==> src/rtl/vga_defs_pkg.sv <==
// Shared sprite/display definitions: table geometry, sprite entry layout and scan states.
package vga_defs;

  localparam int unsigned NUM_SPR   = 32;
  localparam int unsigned NUM_SLOTS = 4;
  localparam int unsigned SPR_SIZE  = 16;
  localparam int unsigned IDX_W     = 5;
  localparam int unsigned X_W       = 10;
  localparam int unsigned Y_W       = 9;
  localparam int unsigned PAT_W     = 4;
  localparam int unsigned OFF_W     = 4;

  typedef struct packed {
    logic [X_W-1:0]   x;
    logic [Y_W-1:0]   y;
    logic [PAT_W-1:0] pattern;
    logic             vis;
  } sprite_entry_t;

  typedef enum logic [1:0] {
    IDLE = 2'd0,
    SCAN = 2'd1,
    DONE = 2'd2
  } scan_state_t;

endpackage

==> src/rtl/sprite_slot_match.sv <==
// One scanline sprite slot: holds x/pattern/row of a selected sprite and
// tests whether the current pixel column falls inside it.
module sprite_slot_match
  import vga_defs::*;
(
  input  logic             clk,
  input  logic             reset,
  input  logic             clear,
  input  logic             load,
  input  logic [X_W-1:0]   load_x,
  input  logic [PAT_W-1:0] load_pattern,
  input  logic [OFF_W-1:0] load_row,
  input  logic [X_W-1:0]   h_count,
  output logic             valid,
  output logic [PAT_W-1:0] pattern,
  output logic [OFF_W-1:0] row,
  output logic             hit_c,
  output logic [OFF_W-1:0] col_c
);

  logic [X_W-1:0] x;
  logic [X_W:0]   h_ext;
  logic [X_W:0]   lo;
  logic [X_W:0]   hi;

  always_ff @(posedge clk or posedge reset) begin
    if (reset) begin
      valid   <= 1'b0;
      x       <= '0;
      pattern <= '0;
      row     <= '0;
    end else if (clear) begin
      valid <= 1'b0;
    end else if (load) begin
      valid   <= 1'b1;
      x       <= load_x;
      pattern <= load_pattern;
      row     <= load_row;
    end
  end

  // One extra bit so sprites near the right edge clip instead of wrapping to column 0
  assign h_ext = {1'b0, h_count};
  assign lo    = {1'b0, x};
  assign hi    = lo + (X_W+1)'(SPR_SIZE);
  assign hit_c = valid && (h_ext >= lo) && (h_ext < hi);
  assign col_c = OFF_W'(h_count - x);

endmodule

==> src/rtl/sprite_line_ctrl.sv <==
// Sprite attribute table, per-line sprite scan and per-pixel hit reporting.
// Optional overflow detection is compiled in with `define SPRITE_OVERFLOW_EN.
module sprite_line_ctrl
  import vga_defs::*;
(
  input  logic             clk,
  input  logic             reset,
  input  logic [IDX_W-1:0] sprite_sel,
  input  logic [X_W-1:0]   sprite_x,
  input  logic [Y_W-1:0]   sprite_y,
  input  logic             sprite_vis,
  input  logic             sprite_pos,
  input  logic             sprite_attr,
  input  logic             line_start,
  input  logic [Y_W-1:0]   next_line,
  input  logic [X_W-1:0]   h_count,
  output logic             spr_hit,
  output logic [PAT_W-1:0] spr_pattern,
  output logic [OFF_W-1:0] spr_row,
  output logic [OFF_W-1:0] spr_col,
  output logic             scan_busy,
  output logic             spr_overflow
);

  sprite_entry_t tbl [NUM_SPR];

  scan_state_t      state;
  scan_state_t      state_next;
  logic [IDX_W-1:0] idx;
  logic [Y_W-1:0]   line;

  sprite_entry_t    cur;
  logic [X_W-1:0]   dy;
  logic             scan_en;
  logic             match;

  logic [NUM_SLOTS-1:0] load_vec;
  logic [NUM_SLOTS-1:0] slot_valid;
  logic [NUM_SLOTS-1:0] slot_hit;
  logic [PAT_W-1:0]     slot_pattern [NUM_SLOTS];
  logic [OFF_W-1:0]     slot_row     [NUM_SLOTS];
  logic [OFF_W-1:0]     slot_col     [NUM_SLOTS];

  logic             win_hit;
  logic [PAT_W-1:0] win_pattern;
  logic [OFF_W-1:0] win_row;
  logic [OFF_W-1:0] win_col;

  // Attribute table; a write lands at the edge, so a same-cycle scan read sees the old entry
  always_ff @(posedge clk or posedge reset) begin
    if (reset) begin
      for (int unsigned i = 0; i < NUM_SPR; i++) begin
        tbl[i] <= '0;
      end
    end else begin
      if (sprite_pos) begin
        tbl[sprite_sel].x <= sprite_x;
        tbl[sprite_sel].y <= sprite_y;
      end
      if (sprite_attr) begin
        tbl[sprite_sel].pattern <= sprite_x[PAT_W-1:0];
      end
      if (sprite_pos || sprite_attr) begin
        tbl[sprite_sel].vis <= sprite_vis;
      end
    end
  end

  always_ff @(posedge clk or posedge reset) begin
    if (reset) begin
      state <= IDLE;
    end else begin
      state <= state_next;
    end
  end

  always_comb begin
    state_next = state;
    unique case (state)
      IDLE: if (line_start) state_next = SCAN;
      SCAN: begin
        if (line_start) begin
          state_next = SCAN;
        end else if (idx == IDX_W'(NUM_SPR - 1)) begin
          state_next = DONE;
        end
      end
      DONE: if (line_start) state_next = SCAN;
      default: state_next = IDLE;
    endcase
  end

  always_ff @(posedge clk or posedge reset) begin
    if (reset) begin
      idx  <= '0;
      line <= '0;
    end else if (line_start) begin
      idx  <= '0;
      line <= next_line;
    end else if (state == SCAN) begin
      idx <= idx + 1'b1;
    end
  end

  // A negative line-y sets the top bit, so the range test never wraps
  assign cur     = tbl[idx];
  assign dy      = {1'b0, line} - {1'b0, cur.y};
  assign scan_en = (state == SCAN) && !line_start;
  assign match   = scan_en && cur.vis && !dy[X_W-1] && (dy < X_W'(SPR_SIZE));

  always_comb begin
    logic taken;
    load_vec = '0;
    taken    = 1'b0;
    for (int unsigned k = 0; k < NUM_SLOTS; k++) begin
      if (!slot_valid[k] && !taken) begin
        load_vec[k] = match;
        taken       = 1'b1;
      end
    end
  end

`ifdef SPRITE_OVERFLOW_EN
  always_ff @(posedge clk or posedge reset) begin
    if (reset) begin
      spr_overflow <= 1'b0;
    end else if (line_start) begin
      spr_overflow <= 1'b0;
    end else if (match && (&slot_valid)) begin
      spr_overflow <= 1'b1;
    end
  end
`else
  assign spr_overflow = 1'b0;
`endif

  for (genvar k = 0; k < int'(NUM_SLOTS); k++) begin : g_slot
    sprite_slot_match u_slot (
      .clk          (clk),
      .reset        (reset),
      .clear        (line_start),
      .load         (load_vec[k]),
      .load_x       (cur.x),
      .load_pattern (cur.pattern),
      .load_row     (OFF_W'(dy)),
      .h_count      (h_count),
      .valid        (slot_valid[k]),
      .pattern      (slot_pattern[k]),
      .row          (slot_row[k]),
      .hit_c        (slot_hit[k]),
      .col_c        (slot_col[k])
    );
  end

  // Walk from the highest slot down so the lowest hitting slot ends up winning
  always_comb begin
    win_hit     = 1'b0;
    win_pattern = '0;
    win_row     = '0;
    win_col     = '0;
    for (int k = int'(NUM_SLOTS) - 1; k >= 0; k--) begin
      if (slot_hit[k]) begin
        win_hit     = 1'b1;
        win_pattern = slot_pattern[k];
        win_row     = slot_row[k];
        win_col     = slot_col[k];
      end
    end
  end

  always_ff @(posedge clk or posedge reset) begin
    if (reset) begin
      scan_busy   <= 1'b0;
      spr_hit     <= 1'b0;
      spr_pattern <= '0;
      spr_row     <= '0;
      spr_col     <= '0;
    end else begin
      scan_busy <= (state_next == SCAN);
      if ((state == DONE) && win_hit) begin
        spr_hit     <= 1'b1;
        spr_pattern <= win_pattern;
        spr_row     <= win_row;
        spr_col     <= win_col;
      end else begin
        spr_hit     <= 1'b0;
        spr_pattern <= '0;
        spr_row     <= '0;
        spr_col     <= '0;
      end
    end
  end

endmodule

==> config.mk <==
export PLATFORM = sky130hd
export DESIGN_NAME = sprite_line_ctrl
export DESIGN_NICKNAME = d
export VERILOG_FILES = /design/src/rtl/vga_defs_pkg.sv /design/src/rtl/sprite_slot_match.sv /design/src/rtl/sprite_line_ctrl.sv
export SDC_FILE = /design/constraint.sdc
export NUM_CORES = 2
export LEC_CHECK = 0
export BUFFER_PORTS_ARGS = -buffer_cell sky130_fd_sc_hd__buf_2
export CAP_MARGIN = 20
export CORE_MARGIN = 2
export CORE_UTILIZATION = 56
export CTS_CLUSTER_DIAMETER = 150
export DETAILED_ROUTE_END_ITERATION = 12
export PLACE_DENSITY = 0.83
export SLEW_MARGIN = 20
export SYNTH_ARGS = -nofsm -noshare
export SYNTH_HDL_FRONTEND = slang
export SYNTH_HIERARCHICAL = 1
export SYNTH_SLANG_ARGS = --single-unit
==> constraint.sdc <==
create_clock -name clk -period 45 [get_ports clk]
set_clock_uncertainty 0.15 [all_clocks]
set_input_delay 13.5 -clock clk [delete_from_list [all_inputs] [get_ports clk]]
set_output_delay 13.5 -clock clk [all_outputs]
set_load 0.02 [all_outputs]
### After elaboration in Yosys (flattened, before gate mapping)

Index checks and enable logic that the tools add are counted.

| word-level totals | value |
|---|---|
| register bits | 874 |
| bits in latches | 0 |
| memory bits (writable) | 0 |
| bits in read-only memories | 0 |
| bits of input ports | 49 |
| output and inout bits | 15 |
| logic and storage cells | 276 |
| memories | 0 |

| cells by class | value |
|---|---|
| $add $sub $neg | 10 |
| multiply operators | 0 |
| div/mod/pow operators | 0 |
| order comparisons | 12 |
| equal/unequal tests | 4 |
| shift operators | 0 |
| mux-type cells | 59 |
| bitwise operators | 3 |
| reductions and logical operators | 36 |

Operators by type and width:

| kind | number |
|---|---|
| 768-bit bitwise mux | 4 |
| 768-bit 2-to-1 mux | 3 |
| 24-bit demux with 5-bit select | 4 |
| 24-bit binary-select mux with 5-bit select | 1 |
| 24-bit 2-to-1 mux | 3 |
| 4-bit 2-to-1 mux | 15 |
| 10-bit by 5-bit adder with 11-bit output (second input constant) | 4 |
| 10-bit by 11-bit < comparator with 1-bit output | 4 |
| 10-bit greater-or-equal comparator | 4 |
| 1-bit 2-to-1 mux | 21 |
| 1-bit logical AND | 17 |
| 4-bit subtractor | 4 |
| 5-bit 2-to-1 mux | 3 |
| 14-bit 2-to-1 mux | 1 |
| 6-bit greater-or-equal comparator (second input constant) | 2 |
| 5-bit inverter with 6-bit output | 2 |
| 10-bit by 5-bit < comparator with 1-bit output (second input constant) | 1 |
| 2-bit nonzero test | 5 |
| 9-bit by 9-bit subtractor with 10-bit output | 1 |
| 2-bit AND reduction | 4 |
| 1-bit zero test | 7 |
| 6-bit by 1-bit < comparator with 1-bit output (second input constant) | 1 |
| 2-bit 2-to-1 mux | 3 |
| 5-bit by 1-bit adder with 5-bit output (second input constant) | 1 |
| other kinds (8) | 9 |

### Depth between registers and ports, before layout

| depth | value |
|---|---|
| word-level depth | 12 |
| depth in mapped cells | 22 |
| mapped depth without buffers | 17 |

### By module

The synthesis kept the hierarchy.

By module, submodules not included:

| module | instances | cells an instance | area an instance (µm²) |
|---|---|---|---|
| sprite_line_ctrl | 1 | 2641 | 37373.3 |
| sprite_slot_match | 4 | 124 | 1244.9 |

### Worst setup path before layout

OpenSTA, ideal clock, no wires.

| path | value |
|---|---|
| path kind | input-to-reg |
| start | input port h_count[0] |
| end | register spr_col[0] |
| setup time | 132 ps |
| arrival | 15573 ps |
| data required time | 44718 ps |
| setup slack | 29145 ps |
| stages on the path | 12 |
| buffers on the path | 2 |
| cells stage by stage | inv_1 > ha_1 > inv_1 > fa_1 > a21oi_1 > nor2_1 > o31ai_1 > a221oi_2 > clkbuf_1 > o41ai_1 > clkbuf_1 > nor2_1 |

| between the ends | value |
|---|---|
| elaborated cells between the ends (all ways) | 30 |
| classes of those cells | add/sub: 4; order compare: 8; mux: 9; reduce/logical: 9 |

RTL lines:

| what | RTL line | text |
|---|---|---|
| start: declaration | sprite_line_ctrl.sv:16 | `input logic [X_W-1:0] h_count,` |
| 10-bit greater-or-equal comparator | sprite_slot_match.sv:46 | `assign hit_c = valid && (h_ext >= lo) && (h_ext < hi);` |
| 1-bit logical AND | sprite_slot_match.sv:46 |  |
| 1-bit logical AND (*) | sprite_slot_match.sv:46 |  |
| net slot_hit[0] | sprite_line_ctrl.sv:39 | `logic [NUM_SLOTS-1:0] slot_hit;` |
| 1-bit 2-to-1 mux | sprite_line_ctrl.sv:162 | `if (slot_hit[k]) begin` |
| 1-bit logical AND | sprite_line_ctrl.sv:180 | `if ((state == DONE) && win_hit) begin` |
| 4-bit 2-to-1 mux (*) | sprite_line_ctrl.sv:180 |  |
| end signal: assignment | sprite_line_ctrl.sv:184 | `spr_col <= win_col;` |
| end: declaration | sprite_line_ctrl.sv:20 | `output logic [OFF_W-1:0] spr_col,` |

Mark *: on every way through the listed nets, which the timed path passes. The rest lies on a longest branch.
A chain may end at the register's enable or synchronous reset.

### Worst setup path in the final report

| path | value |
|---|---|
| start | input port h_count[0] |
| end | register spr_pattern[1] |

| between the ends | value |
|---|---|
| elaborated cells between the ends (all ways) | 26 |
| classes of those cells | order compare: 8; mux: 9; reduce/logical: 9 |

RTL lines:

| what | RTL line | text |
|---|---|---|
| 10-bit greater-or-equal comparator | sprite_slot_match.sv:46 |  |
| 1-bit logical AND | sprite_slot_match.sv:46 |  |
| 1-bit logical AND (*) | sprite_slot_match.sv:46 |  |
| net slot_hit[2] | sprite_line_ctrl.sv:39 |  |
| 1-bit 2-to-1 mux (3 in a row) | sprite_line_ctrl.sv:162 |  |
| 1-bit logical AND | sprite_line_ctrl.sv:180 |  |
| 4-bit 2-to-1 mux (*) | sprite_line_ctrl.sv:180 |  |
| end signal: assignment | sprite_line_ctrl.sv:182 | `spr_pattern <= win_pattern;` |
| end: declaration | sprite_line_ctrl.sv:18 | `output logic [PAT_W-1:0] spr_pattern,` |

Marked as above.

==> flow_summary_export.csv <==
group,metric,value,unit
flow_run,drv_cap,0,
yosys,synth_edf_count,0,
layout,fin_nets,3233,
yosys,netlist_instances,3137,
yosys,avgSynthCellArea,13.50,um^2
routing,drc,0,
die,rows,100,
layout,fillers,5371,
clock_tree,htree_num_levels,3,
worst_setup_path,reg2reg_depth,15,
clock_tree,cts_buffer_depth,3,
yosys,ys_top_cells_by_area,"dfrtp_1, mux2_2, mux4_2, mux2i_1, ha_1",
timing,period_needed,16.10,ns
global_routing,grt_pass1_vias,27790,
timing,tns,0,ns
clock_tree,cts_hold_buf,0,
clock_tree,cts_setup_buffers,0,
clock_tree,root_buffer,"clkbuf_16",
worst_setup_path,cp_max_fo,14,
layout,areaGrowthSynthToFinish,9.386,%
clock_tree,cts_buffers,91,
clock_tree,cts_resized,0,
global_routing,grt.total_usage,27.37,%
global_routing,grt_pass1_wl,164500,um
yosys,yosysMostFrequentCell,"dfrtp_1",
routing,route.vias.total,26730,
worst_setup_path,r2r_slack,37.68,ns
clock_tree,cts_tree,"yes",
yosys,seq_area_frac_synth,51.64,%
worst_setup_path,endpoint_kind,"flip-flop",
timing,finalSetupViolations,0,
timing,tightest_slew,1.221,ns
yosys,synthesis.nets,3270,
layout,layout.area.seq,21880,um^2
routing,ant_nets,0,
layout,final_util,62.02,%
timing,max-slew-margin-rel,17.92,%
outcome,outcome,"finished clean",
yosys,synth_seq_cells,874,
die,die_height,279.0,um
yosys,synth_top_area_share,51.64,%
yosys,synth_top_area_cell,"dfrtp_1",
routing,first_iter_violations,2674,
layout,multi_input_area,19010,um^2
routing,vias_per_cell,6.447,
worst_setup_path,path_cells,"buf_2 > inv_1 > ha_1 > inv_1 > fa_1 > a21oi_1 > nor2_1 > o31ai_1 > a221oi_2 > buf_4 > nor2b_1 > a221oi_1 > nor3_1 > a21oi_1 > nor2_1",
die,die_area,77850,um^2
min_path,hold_path_depth,1,
global_routing,grt_max_degree,167,
yosys,yosys_warnings,6,
yosys,synth_area,42350,um^2
placed_design,port_buffers,62,
power,peakVddDrop,0.04299,mV
yosys,synth_common_cells,"dfrtp_1, mux2_2, mux2i_1, nor2_1, nand2_1",
clock_tree,clkSinkCount,874,
layout,drive_gt1_share,38.61,%
routing,first_pass_iters,6,
worst_setup_path,cp.depth,15,
worst_setup_path,cp_slowest_cell,"nor2b_1",
timing,drv_slew,0,
worst_setup_path,cp.buffers_inverters,4,
timing,hold_viol_final,0,
worst_setup_path,crit_type,"in2reg",
clock_tree,clkSlewWorstSetupHoldPaths,0.06,ns
yosys,ys.flop_type,"dfrtp_1",
worst_setup_path,critPathLaunchType,"primary input",
die,io_pins,64,
power,cellLeakagePower,21.08,nW
die,coreArea,74700,um^2
worst_setup_path,cp.arrival,16.53,ns
die,die_x,279.0,um
worst_setup_path,cp_slowest_stage_delay,0.78,ns
placed_design,gp_congestion,0.8642,
clock_tree,clock_latency,0.66,ns
global_routing,grt_overflow_total,0,
timing,fin_crit_sh,35.78,%
timing,rsz0062_at_grt,"no",
routing,wl_per_cell,25.26,um
timing,fmax,62.10,MHz
global_routing,grt_antenna_before_repair,10,
yosys,synthArstFlopShare,100.0,%
worst_setup_path,cp_top_family,"simple AND/OR/NAND/NOR gates",
yosys,synth_cell_types,65,
power,p_per_area,46.51,nW/um^2
placed_design,detailedPlacementHpwl,62640,um
routing,wirelength,104700,um
worst_setup_path,critPathRequiredTime,45.42,ns
die,start_util,56.70,%
min_path,hp-class,"reg2reg",
-- cell usage in the layout (no fill, tap or decap), types with 79 or more instances in the layout --
cell       count
dfrtp_1      870
mux2_2       774
o221ai_1      84
clkbuf_16     92
mux4_2       114
a21oi_1       82
nor2_1       112
ha_1          79
mux2i_1      146
nand2_1      118
-- final timing paths --
check,to,from
worst max-delay path,spr_pattern[1]$_DFF_PP0_,h_count[0]
worst min-delay path,g_slot[1].u_slot/row[0]$_DFFE_PP0P_,g_slot[1].u_slot/row[0]$_DFFE_PP0P_
worst max register to register,g_slot[3].u_slot/row[3]$_DFFE_PP0P_,idx[1]$_DFFE_PP0P_
worst min register to register,g_slot[1].u_slot/row[0]$_DFFE_PP0P_,g_slot[1].u_slot/row[0]$_DFFE_PP0P_
max in group asynchronous,tbl[256]$_DFFE_PP0P_,reset
min in group asynchronous,g_slot[3].u_slot/x[9]$_DFFE_PP0P_,reset
-- metal layers --
layer  track usage (%)  part of all wire, %  vias up
met2             42.88                   47     1015
met4             10.27                  3.5       10
met1             37.87                   42    14020
met5                 0                0.055        -
met3             5.807                  7.9      253
li1                  -                    -    11430
-- logic make-up after synthesis --
family,share of synthesized area [%]
AO/OA/AOI/OAI,5.586
XOR/XNOR,0.5170
adder cells (fa/ha/maj),2.570
buffers and inverters,3.645
flip-flops,51.64
multiplexers,31.35
other,0.008854
AND/OR/NAND/NOR,4.682
-- worst register-to-register path, stage by stage (launching register included) --
cell	delay (ns)
dfrtp_4	0.71
buf_4	0.75
nand2b_2	0.57
buf_4	0.78
o221ai_1	0.31
a21oi_1	0.19
a31oi_1	0.12
a21oi_1	0.83
ha_1	0.43
o21ai_0	0.24
o21bai_1	0.10
a21oi_1	0.17
mux2_2	0.40
nor4_1	0.37
nor2b_4	0.67
mux2_1	0.40
-- sequential cells by signal, indices dropped and copies added, names as in the netlist --
| register | count |
|---|---|
| g_slot.u_slot/x | 40 |
| spr_row | 4 |
| spr_col | 4 |
| spr_hit | 1 |
| g_slot.u_slot/row | 16 |
| idx | 5 |
| tbl | 768 |
| g_slot.u_slot/valid | 4 |
| state | 2 |
| line | 9 |
| scan_busy | 1 |
| spr_pattern | 4 |
| g_slot.u_slot/pattern | 16 |
-- area by class of cell --
class / count / area share, %
clock buffer: 127 / 5.599
sequential: 874 / 47.23
tap: 969 / 2.617
clock inverter: 36 / 1.148
multi-input combinational: 1941 / 41.03
inverter: 66 / 0.5726
timing repair buffer: 126 / 1.766
antenna: 7 / 0.03781
-- report_power, final --
group	switching (mW)	internal [mW]	leakage [nW]
clock	0.315	0.471	1.54
sequential	0.0748	0.927	11.1
combinational	0.170	0.197	8.48
-- through the flow --
stage / worst slack [ns] / hold slack, ns / cells / instance area (um^2) / power (mW)
final: 28.90 / 0.3371 / 4146 / 46330 / 2.155
after global routing: 28.67 / 0.3567 / 4140 / 46310 / 2.245
after CTS: 29.06 / 0.3386 / 4139 / 46290 / 2.162
after detailed placement: 28.38 / 0.3249 / 3976 / 43170 / 1.375
after global placement: 28.41 / 0.3168 / 3976 / 43170 / 1.351
after floorplan: 8.941 / 0.3084 / 3137 / 42350 / 1.280
(Power assumes the default switching activity.)
